## config.mk

```make
export PLATFORM = sky130hd
export DESIGN_NAME = rng_roller
export DESIGN_NICKNAME = d
export VERILOG_FILES = /design/src/rtl/rng_pkg.sv /design/src/rtl/lfsr16.sv /design/src/rtl/rng_roller.sv
export SDC_FILE = /design/constraint.sdc
export NUM_CORES = 1
export LEC_CHECK = 0
export CORE_AREA = 5 5 125 115
export DETAILED_ROUTE_END_ITERATION = 12
export DIE_AREA = 0 0 130 120
export PLACE_DENSITY_LB_ADDON = 0.15
export SLEW_MARGIN = 20
export SYNTH_ARGS = -nofsm -noshare
export SYNTH_HDL_FRONTEND = slang
export SYNTH_SLANG_ARGS = --single-unit
```

## constraint.sdc

```tcl
create_clock -name i_clk -period 12.35 [get_ports i_clk]
set_input_delay 3.705 -clock i_clk [delete_from_list [all_inputs] [get_ports i_clk]]
set_output_delay 3.705 -clock i_clk [all_outputs]
set_load 0.1 [all_outputs]
```

## src/rtl/rng_pkg.sv

```systemverilog
// Shared types and constants for the dice-style roller.
package rng_pkg;

  typedef enum logic {
    S_IDLE = 1'b0,
    S_ROLL = 1'b1
  } state_e;

  localparam logic [15:0] LFSR_MASK = 16'hB400;
  localparam logic [15:0] LFSR_SEED = 16'hACE1;

endpackage

```

## src/rtl/lfsr16.sv

```systemverilog
// Free-running 16-bit Galois LFSR; steps every clock.
module lfsr16
  import rng_pkg::*;
(
  input  logic        clk,
  input  logic        rst_n,
  output logic [15:0] q
);

  // Shift right; when the bit falling out is 1, fold in the tap mask.
  always_ff @(posedge clk or negedge rst_n) begin
    if (!rst_n) begin
      q <= LFSR_SEED;
    end else begin
      q <= q[0] ? ((q >> 1) ^ LFSR_MASK) : (q >> 1);
    end
  end

endmodule

```

## src/rtl/rng_roller.sv

```systemverilog
// Dice roller: decelerating display sequence plus indexed store/recall slots.
//
// Input handshake: i_start and i_store carry no valid/ready pairing; each
// acts on its rising edge only (current high while the registered previous
// value is low), so holding a key down produces a single event.
module rng_roller
  import rng_pkg::*;
#(
  parameter int  WIDTH    = 4,
  parameter int  SLOTS    = 4,
  parameter int  STEPS    = 16,
  parameter int  BASE_DIV = 500000,
  localparam int IW       = (SLOTS > 1) ? $clog2(SLOTS) : 1
) (
  input  logic             i_clk,
  input  logic             i_rst_n,
  input  logic             i_start,
  input  logic             i_store,
  input  logic [IW-1:0]    i_index,
  output logic [WIDTH-1:0] o_random_out,
  output logic [WIDTH-1:0] o_stored_out,
  output logic             o_busy,
  output logic             o_done,
  output state_e           o_state
);

  localparam int CW = (BASE_DIV * STEPS > 1) ? $clog2(BASE_DIV * STEPS) : 1;
  localparam int SW = $clog2(STEPS + 1);
  localparam logic [SW-1:0] LAST_STEP = SW'(STEPS - 1);

  logic [15:0]      lfsr_q;
  logic             unused_lfsr;
  state_e           state;
  state_e           state_nxt;
  logic             start_prev;
  logic             store_prev;
  logic             start_ev;
  logic             store_ev;
  logic [CW-1:0]    cnt;
  logic [SW-1:0]    step;
  logic [31:0]      limit;
  logic             step_hit;
  logic             step_last;
  logic             idx_ok;
  logic             wr_en;
  logic [WIDTH-1:0] mem [SLOTS];

  lfsr16 u_lfsr (
    .clk   (i_clk),
    .rst_n (i_rst_n),
    .q     (lfsr_q)
  );

  // Only the low WIDTH bits are displayed; the rest just keep the sequence long.
  assign unused_lfsr = ^lfsr_q;

  assign start_ev  = i_start & ~start_prev;
  assign store_ev  = i_store & ~store_prev;
  // Step k lasts BASE_DIV*(k+1) cycles, so the display slows each step.
  assign limit     = 32'(BASE_DIV) * (32'(step) + 32'd1) - 32'd1;
  assign step_hit  = (32'(cnt) == limit);
  assign step_last = (step == LAST_STEP);
  assign idx_ok    = (32'(i_index) < 32'(SLOTS));
  // Stores are only honoured while idle; the pre-roll value is captured even
  // when a start arrives in the same cycle.
  assign wr_en     = store_ev & (state == S_IDLE) & idx_ok;

  // Previous-value flops for rising-edge detection.
  always_ff @(posedge i_clk or negedge i_rst_n) begin
    if (!i_rst_n) begin
      start_prev <= 1'b0;
      store_prev <= 1'b0;
    end else begin
      start_prev <= i_start;
      store_prev <= i_store;
    end
  end

  // FSM state register.
  always_ff @(posedge i_clk or negedge i_rst_n) begin
    if (!i_rst_n) begin
      state <= S_IDLE;
    end else begin
      state <= state_nxt;
    end
  end

  // FSM next state: a start always (re)enters ROLL; the last update leaves it.
  always_comb begin
    state_nxt = state;
    unique case (state)
      S_IDLE: if (start_ev) state_nxt = S_ROLL;
      S_ROLL: if (!start_ev && step_hit && step_last) state_nxt = S_IDLE;
      default: state_nxt = S_IDLE;
    endcase
  end

  // FSM outputs.
  always_comb begin
    o_busy  = (state == S_ROLL);
    o_state = state;
  end

  // Step timer and display register; a restart wins over a coincident update.
  always_ff @(posedge i_clk or negedge i_rst_n) begin
    if (!i_rst_n) begin
      cnt          <= '0;
      step         <= '0;
      o_random_out <= '0;
      o_done       <= 1'b0;
    end else begin
      o_done <= 1'b0;
      if (start_ev) begin
        cnt  <= '0;
        step <= '0;
      end else if (state == S_ROLL) begin
        if (step_hit) begin
          o_random_out <= lfsr_q[WIDTH-1:0];
          cnt          <= '0;
          step         <= step + 1'b1;
          o_done       <= step_last;
        end else begin
          cnt <= cnt + 1'b1;
        end
      end
    end
  end

  // Slot memory, plain flops.
  always_ff @(posedge i_clk or negedge i_rst_n) begin
    if (!i_rst_n) begin
      for (int i = 0; i < SLOTS; i++) mem[i] <= '0;
    end else if (wr_en) begin
      mem[i_index] <= o_random_out;
    end
  end

  // Registered recall with write-through; out-of-range slots read as zero.
  always_ff @(posedge i_clk or negedge i_rst_n) begin
    if (!i_rst_n) begin
      o_stored_out <= '0;
    end else if (!idx_ok) begin
      o_stored_out <= '0;
    end else if (wr_en) begin
      o_stored_out <= o_random_out;
    end else begin
      o_stored_out <= mem[i_index];
    end
  end

endmodule

```

==> impl_metrics.toml <==
[floorplanning]
num_rows = 40
dieArea_mm2 = 0.0156
start_util_pct = 39.8
fp.dieW_um = 130
io_pins = 17
coreArea_mm2 = 0.0130
chipHeight_um = 120

[cts]
max-clock-path-buffers = 2
cts-resized-gates = 0
h-tree-depth = 3
postCtsSetupBuffers = 0
holdBufCountCts = 0
cts_buffers = 9
clock-sinks = 72
root_buffer = "clkbuf_16"
worstSkewPairLatency_ps = 330
path_clk_slew_ps = 60
cts_tree = "done"

[sta]
max_freq_mhz = 142
fin_tns_setup_ps = 0
worst_pin_slew_ps = 983
finalSetupViolCount = 0
period_needed_ps = 7070
finalCritPeriodShare_pct = 57.2
max_slew_margin_pct = 34.2
finalMaxSlewViolations = 0
grt_setup_unrepaired = "false"
final.setup.worst_slack_ps = 5280
fin_worst_skew_ps = 6.86
hold_viol = 0

[layout]
final.fill_count = 1230
layout_common_cells = "dfrtp_1 (64), nand2_1 (37), nor2_1 (33)"
num_antenna_cells = 0
drive_gt1_share_pct = 14.5
finalNetCount = 572
seqCellArea_mm2 = 0.00181
multi_input_area_mm2 = 0.00320
final_common_cell = "dfrtp_1"
area_growth_pct = 10.9

[worst_setup_path]
reg2regPathDepth = 20
cp_data_required_time_ps = 12530
cp_cell_sequence = "inv_1 -> ha_1 -> inv_1 -> ha_1 -> xnor2_1 -> ha_1 -> inv_1 -> fa_1 -> inv_1 -> ha_1 -> a21oi_1 -> nor3b_1 -> o21a_1 -> nor2_1 -> o311ai_0 -> nor3_1 -> nor4bb_1 -> o21bai_1 -> a31o_1 -> nor2_1"
arrival_ps = 7240
max_stage_delay_ps = 840
cpLargestDelayFamily = "compound AO/OA/AOI/OAI gates"
crit_path_top_delay_cell = "a31o_1"
critPathMaxFanout = 19
path_depth = 20
path_buf_inv = 4
path_class = "flip-flop to flip-flop"
critPathCaptureType = "flip-flop"
critPathLaunchType = "flip-flop"

[place]
port_buffers = 16
dp_hpwl_mm = 8.48
dp_slack_ps = 5230
gp_congestion = 0.838

[grt]
antenna_found_initial = 0
grt_first_pass_wirelength_mm = 19.4
grt_max_degree = 73
globalRoute.totalOverflow = 0
track_usage_pct = 15.6
first_global_vias = 3692

[synthesis]
syn-num-nets = 562
synth_area_leader_cell = "dfrtp_1"
synth_edf_count = 0
ys.flop_type = "dfrtp_1"
syn_area_mm2 = 0.00518
yosys-top-cells-area = "dfrtp_1 (31%), ha_1 (7.2%), xnor2_1 (5.4%), xor2_1 (4.9%), mux2_2 (4.8%)"
ys_seq_elements = 72
yosysUniqueCellTypes = 67
async_reset_ff_share_pct = 100
ys_warn_count = 0
yosysTopAreaCellShare_pct = 30.9
avgSynthCellArea_um2 = 10.0
netlist_instances = 517
yosysSeqAreaShare_pct = 35.0

[detailed_routing]
dr.pass1.iters = 5
drc = 0
via_count = 3731
drtAntennaViolNets = 0
routedWlPerCell_um = 16.2
via_per_inst = 5.33
first_iter_violations = 194
wl_mm = 11.4

[outcome]
status = "finished, final reports clean"

[job]
maxCapViolations = 0

[power]
peakVddDrop_uv = 77.9
power_density_mw_per_mm2 = 89.2
leakagePower_uw = 0.00252

[min_path]
hold_path.class = "flip-flop to flip-flop"
whs_path_depth = 0
cell families after synthesis:
group,synth area share [%]
AO/OA/AOI/OAI,9.59
XOR/XNOR,11.9
adder cells (fa/ha/maj),10.7
buffers and inverters,3.31
flip-flops,35.0
multiplexers,8.74
other,0.0724
AND/OR/NAND/NOR,20.7
stage by stage:
step,area [um^2],util [%],power (uW),hold WS [ps],instances
finish,5750,44.2,513,354,700
global route,5750,44.2,538,364,700
CTS,5750,44.2,523,355,700
detailed placement,5470,42.0,276,337,684
global placement,5470,42.0,275,334,684
floorplan,5180,-,266,331,517
sequential cells by signal, indices dropped and copies added, names as in the netlist:
name / count
step: 5
o_done: 1
o_busy: 1
start_prev: 1
mem: 16
store_prev: 1
u_lfsr.q: 16
o_random_out: 4
cnt: 23
o_stored_out: 4
power breakdown:
group          total (uW)  switching, uW  internal (uW)
sequential            248           6.54            242
clock                 241            103            138
combinational        23.7           14.9           8.78
layer usage:
layer / vias to the layer above / wire length [um] / GRT usage, %
met2: 43 / 5020 / 23.2
met5: - / 0 / 0
li1: 1859 / - / -
met1: 1816 / 5880 / 23.2
met4: 0 / 177 / 4.74
met3: 13 / 272 / 2.71
path summary, 6_finish.rpt:
| check | startpoint | endpoint | slack [ps] |
|---|---|---|---|
| worst max-delay path | step[0]$_DFFE_PN0P_ | cnt[10]$_DFFE_PN0P_ | 5280 |
| worst min-delay path | u_lfsr.q[9]$_DFF_PN0_ | u_lfsr.q[8]$_DFF_PN0_ | 350 |
| worst max register to register | step[0]$_DFFE_PN0P_ | cnt[10]$_DFFE_PN0P_ | 5280 |
| worst min register to register | u_lfsr.q[9]$_DFF_PN0_ | u_lfsr.q[8]$_DFF_PN0_ | 350 |
| max in group asynchronous | i_rst_n | cnt[22]$_DFFE_PN0P_ | 8190 |
| min in group asynchronous | i_rst_n | cnt[5]$_DFFE_PN0P_ | 3580 |
cell type report:
cell class / instances / area share, %
multi-input cells: 405 / 55.6
flip-flops and latches: 72 / 31.5
clock buffers: 9 / 3.92
well taps: 168 / 3.66
repair buffers: 18 / 2.96
inverters: 21 / 1.37
clock inverters: 7 / 0.936
cell usage after synthesis, types with 3 or more instances:
library cell / n
a211oi_1: 3
a21oi_1: 10
a31oi_1: 3
and3_1: 6
and4_1: 4
clkbuf_1: 13
dfrtp_1: 64
dfstp_2: 8
fa_1: 9
ha_1: 30
inv_1: 21
mux2_1: 4
mux2_2: 22
mux2i_1: 7
mux4_2: 4
nand2_1: 37
nand2b_1: 9
nand3_1: 23
nand3b_1: 5
nand4_1: 11
nand4b_1: 4
nor2_1: 33
nor2_2: 11
nor2b_1: 10
nor3_1: 14
nor3b_1: 6
nor4_1: 6
o211ai_1: 4
o21a_1: 3
o21ai_0: 20
or3_1: 3
xnor2_1: 32
xnor3_1: 3
xor2_1: 29
(Power assumes the default switching activity.)
